==> config.mk <==
export PLATFORM = sky130hd
export DESIGN_NAME = sqrt_control_path
export DESIGN_NICKNAME = d
export VERILOG_FILES = /design/src/rtl/sqrt_control_path.sv
export SDC_FILE = /design/constraint.sdc
export NUM_CORES = 1
export LEC_CHECK = 0
export ABC_CLOCK_PERIOD_IN_PS = 1850
export CORE_AREA = 2 2 39 41
export DETAILED_ROUTE_END_ITERATION = 10
export DIE_AREA = 0 0 41 43
export PLACE_DENSITY = 0.4
export RECOVER_POWER = 100
export SYNTH_ARGS = -nofsm -noshare
export SYNTH_HDL_FRONTEND = slang
export SYNTH_SLANG_ARGS = --single-unit
==> constraint.sdc <==
create_clock -name clk -period 1.85 [get_ports clk]
set_input_delay 0.2775 -clock clk [delete_from_list [all_inputs] [get_ports clk]]
set_output_delay 0.2775 -clock clk [all_outputs]
set_load 0.05 [all_outputs]
==> src/rtl/sqrt_control_path.sv <==
// ============================================================================
// Module   : sqrt_control_path
// Brief    : Control FSM sequencing the square-root datapath (init/iterate/update).
// Revision : 1.0 - initial release
// ============================================================================
`default_nettype none

module sqrt_control_path (
    input  logic       clk,
    input  logic       rst,
    input  logic [1:0] N_i,
    output logic       boot_o,
    output logic       muxes_o,
    output logic       ready_o,
    output logic       wr_root_o,
    output logic       wr_square_o,
    output logic       root_o
);

    typedef enum logic [1:0] {
        S0       = 2'b00,
        S1       = 2'b01,
        S2       = 2'b10,
        S_UNUSED = 2'b11
    } state_t;

    state_t state_q;
    state_t state_d;

    always_comb begin
        state_d = S0;
        case (state_q)
            S0:      state_d = S1;
            S1:      state_d = (N_i == 2'b00) ? S2 : S1;
            S2:      state_d = S1;
            default: state_d = S0;
        endcase
    end

    always_ff @(posedge clk or negedge rst) begin
        if (!rst) begin
            state_q <= S0;
        end else begin
            state_q <= state_d;
        end
    end

    // Outputs are decoded straight from state (and N_i in S1) so that both the
    // asynchronous reset and N_i changes within S1 take effect without a clock.
    always_comb begin
        boot_o      = 1'b1;
        muxes_o     = 1'b0;
        wr_root_o   = 1'b1;
        wr_square_o = 1'b1;
        root_o      = 1'b0;
        ready_o     = 1'b1;
        case (state_q)
            S1: begin
                boot_o      = 1'b0;
                muxes_o     = 1'b1;
                wr_square_o = 1'b0;
                wr_root_o   = (N_i == 2'b00);
                ready_o     = (N_i == 2'b00);
                root_o      = (N_i == 2'b10);
            end
            S2: begin
                boot_o      = 1'b0;
                muxes_o     = 1'b0;
                wr_root_o   = 1'b0;
                wr_square_o = 1'b1;
                root_o      = 1'b0;
                ready_o     = 1'b1;
            end
            default: ;
        endcase
    end

endmodule

`default_nettype wire

* Yosys cells after proc, flatten, opt, wreduce, memory -nomap -nowiden
Index checks and enable logic that the tools add are counted.
** Storage, ports and cells
- Register bits :: 2
- Bits in latches :: 0
- RAM bits :: 0
- Bits in read-only memories :: 0
- Bits of input ports :: 4
- Output and inout port bits :: 6
- Word-level logic and storage cells :: 16
- Memories :: 0
** Operators by class
- $add $sub $neg :: 0
- Multipliers :: 0
- Divide/modulo/power cells :: 0
- Magnitude comparators :: 0
- Equal/unequal tests :: 3
- Shift operators :: 0
- Muxes and demuxes :: 8
- Bitwise operators :: 0
- Reduce and logical (&&, ||, !) cells :: 4
** Operators by type and width (number)
- 1-bit 2-to-1 mux :: 5
- 2-bit equality test, second input constant :: 2
- 2-bit logical NOT :: 2
- 2-bit case mux with 2 select lines :: 1
- 2-bit OR reduction :: 2
- 2-bit by 1-bit equality test with 1-bit output, second input constant :: 1
- 2-bit 2-to-1 mux :: 1
- 1-bit case mux with 2 select lines :: 1

* Depth between registers and ports, before layout
Gate-level depths: netlist (run 1).
- Depth after elaboration :: 3
- Gate-level depth with buffers :: 4
- Gate-level depth less buffers :: 4

* Least setup slack after synthesis (run 1)
Ideal clock, no wire load.
- Path type :: flip-flop to output port
- From :: register state_q[1]
- To :: output root_o
- Data arrival time :: 2.570 ns
- Data required time :: 1.572 ns
- Setup slack :: -0.998 ns
- Cell stages (with the launch flop) :: 5
- Path buffers :: 0
- Cell sequence :: dfrtp_1 -> inv_1 -> ha_1 -> inv_1 -> nor3b_1
** Between the ends
- Word-level cells in the longest chain between the ends :: 2
** Ends and longest elaborated chain
- start, declared :: line 27 : state_t state_q;
- start signal, assigned :: line 44 : state_q <= state_d;
- 2-bit by 1-bit equality test with 1-bit output :: line 57 : case (state_q)
- 1-bit 2-to-1 mux :: line 57
- end, declared :: line 17 : output logic root_o
Every way passes these cells.

* Worst setup path after layout (run 1)
- From :: register state_q[1]
- To :: output wr_root_o
** Between the ends
- Word-level cells in the longest chain between the ends :: 2
- Elaborated cells between the ends (all ways) :: 3
- Classes of those cells :: eq/ne: 2; mux: 1
** Ends and longest elaborated chain
- 2-bit equality test or 2-bit by 1-bit equality test with 1-bit output (tied branches) :: line 57
- 1-bit case mux with 2 select lines (*) :: line 57
- end, declared :: line 15 : output logic wr_root_o,
Every way passes the cells marked *; elsewhere a longest branch is shown, timed or not.

==> results of run 1 <==
==> layer usage <==
layer / track usage [%] / vias to the layer above / routed length [um]
met5: 0 / - / 0
met4: 6.000 / 0 / 0
met3: 1.571 / 0 / 45
met2: 6.875 / 10 / 176
met1: 7.395 / 64 / 168
li1: - / 80 / -
==> cells in the final DEF (no fill, tap or decap), drive strengths merged <==
cell           synthesis  routed
a21oi                  1       1
buf                    0       4
clkbuf                 0       6
clkdlybuf4s50          0       2
clkinvlp               0       1
dfrtp                  2       2
dlygate4sd3            0       1
ha                     4       4
inv                    4       3
nand2                  1       1
nor2                   2       2
nor3b                  1       1
o21ai                  1       1
or3b                   1       1
==> kinds of logic (layout without fill, tap and decap cells) <==
| group | Yosys count | after routing | synth area share, % |
|---|---|---|---|
| flip-flops | 2 | 2 | 32.79 |
| adder cells (fa/ha/maj) | 4 | 4 | 32.79 |
| AO/OA/AOI/OAI | 2 | 2 | 6.551 |
| AND/OR/NAND/NOR | 5 | 5 | 18.04 |
| buffers and inverters | 4 | 17 | 9.833 |
==> critical path, stage by stage, from the launching register on <==
cell and delay [ns]:
dfrtp_1 0.39, inv_2 0.08, ha_4 0.14, or3b_1 0.39
nand2_2 0.12, buf_12 0.14
==> area by class of cell <==
class                   instances  area share, %
multi-input cells              11          33.83
repair buffers                 10          33.83
flip-flops and latches          2          14.87
clock buffers                   3          6.691
well taps                      16          5.948
inverters                       4          4.833
==> through the flow <==
step / utilization [%] / std cells / area, um2
5_1_grt: 24.32 / 46 / 336.6
4_1_cts: 26.58 / 46 / 367.9
6_report: 24.32 / 46 / 336.6
2_1_floorplan: - / 17 / 180.2
3_5_place_dp: 24.95 / 43 / 345.3
3_3_place_gp: 24.95 / 43 / 345.3
==> final timing paths <==
check | startpoint | endpoint | slack [ns]
hold / removal | rst | state_q[0]$_DFF_PN0_ | 0.29
setup / recovery | state_q[1]$_DFF_PN0_ | wr_root_o | 0.09
min in group clk | state_q[1]$_DFF_PN0_ | state_q[0]$_DFF_PN0_ | 0.66
max in group asynchronous | rst | state_q[1]$_DFF_PN0_ | 1.44
hold reg to reg | state_q[1]$_DFF_PN0_ | state_q[0]$_DFF_PN0_ | 0.66
setup reg to reg | state_q[1]$_DFF_PN0_ | state_q[1]$_DFF_PN0_ | 0.65
==> summary.md, run 1 <==
| Metric | Value |
|---|---|
| Hold Vio Cnt, Final | 0 |
| FF+latch area | about 50 um2 |
| Max Clock Freq | roughly 570 MHz |
| Max reg flops | 2 |
| EDFF count, synth | 0 |
| First-pass GRT wire length | ~630 um |
| DRC Markers | 0 |
| #FFs+latches synth | 2 |
| I/O pin count | 10 |
| Initial antenna violation count | 0 |
| CTS Sinks | 2 |
| Post-Synthesis Cell Area | ~150 um2 |
| Port-buffer cells | 9 |
| Worst-path fanout max | 4 |
| Final period util | a little over nine tenths |
| Fin Setup TNS | 0 ns |
| Ys Warns | 0 |
| Die area | 1763 um2 |
| Starting density of the core | around 11% |
| Yosys top cell area share | approximately 33% |
| Nets@finish | 40 |
| Setup violators final | 0 |
| Final clock skew | roughly 0.00030 ns |
| Post-Synthesis Cells | 17 |
| Crit Path Category | reg2out |
| Top cells by area, synth | dfrtp_1, ha_1, inv_1 |
| Predominant post-synthesis flop cell | dfrtp_1 |
| Least-Margin Pin Slew | 0.6067 ns |
| Crit path arrival time | 1.49 ns |
| Asr flop ratio synth | between 90% and 100% |
| Max H-tree Level | 1 |
| Syn_area_per_cell | between 8 and 9 um2 |
| Unique masters post-synth | 9 |
| Biggest register | state_q |
| Final hold slack | 0.2861 ns |
| Sequential fraction of the synthesis area | ~33% |
| Pin count of the biggest net entering global routing | 5 |
| Status | complete, no violations |
| Root buf cell | clkbuf_4 |
| Clock slew at reported path FFs | ~0.030 ns |
| CP required | about 1.6 ns |
| Layout cells sized above 1 | between 40 and 50% |
| Most frequent cells after synthesis | ha_1, inv_1, dfrtp_1, nor2_1 |
| Remaining Overflow, GRT | 0 |
| Final slew viol count | 0 |
| Routed WL per cell | about 8.5 um |
| Relative slew slack | about three fifths |
| Die width | around 41 um |
| Pre-antenna DRT Iters | 2 |
| Cts bufs inserted | 3 |
| Final setup margin | about 0.086 ns |
| ANT cells | 0 |
| Multi-input gate area | around 110 um2 |
| Area leader, netlist | dfrtp_1 |
| R2R depth | 4 |
| Post_cts resized | 0 |
| Endpoint class of the critical path | output port |
| CTS Hold Bufs | 0 |
| Core area | about 1400 um2 |
| Max_cap viols | 0 |
| Vias in the first global route | ~170 |
| HP Class | in2async |
| Syn Nets | 25 |
| Initial drt markers | 4 |
| Fill cells | approximately 150 |
| Final wirelength | between 300 and 400 um |
| Post-route ant nets | 0 |
| Die Height | around 43 um |
| CP startpoint kind | flop |
| Via count | 154 |
| TritonCTS clock tree | built |
| Via density per instance | 3.348 |
| Routability cong. | roughly 0.56 |
| Clock latency at the later pin of the worst-skew pair | around 0.22 ns |
| Setup WS pre-CTS | ~0.13 ns |
| Post-layout minimum cycle time | between 1.5 and 2 ns |
| Area added between synthesis and finish | 120.5% |
| Post-CTS setup buffer count | 0 |
| Clock tree buffer depth | 2 |
| Rows | 14 |
| RSZ-0062 raised after global routing | false |
| Top flop regs | state_q: 2 flops |
| GRT Util Overall | 5.723% |
Power of run 1 is left out: the tool's default activity adds up to more than one toggle a clock period on the data nets, which glitch-free logic cannot reach.
==> run 2, diff against run 1 <==
--- a/config.mk
+++ b/config.mk
@@ -11,6 +11,7 @@
 export DIE_AREA = 0 0 41 43
 export PLACE_DENSITY = 0.4
 export RECOVER_POWER = 100
+export SKIP_LAST_GASP = 1
 export SYNTH_ARGS = -nofsm -noshare
 export SYNTH_HDL_FRONTEND = slang
 export SYNTH_SLANG_ARGS = --single-unit
==> results of run 2 <==
No change in the layout: final DEF, timing and power equal those of run 1.
Power of run 2 is left out for the same reason.
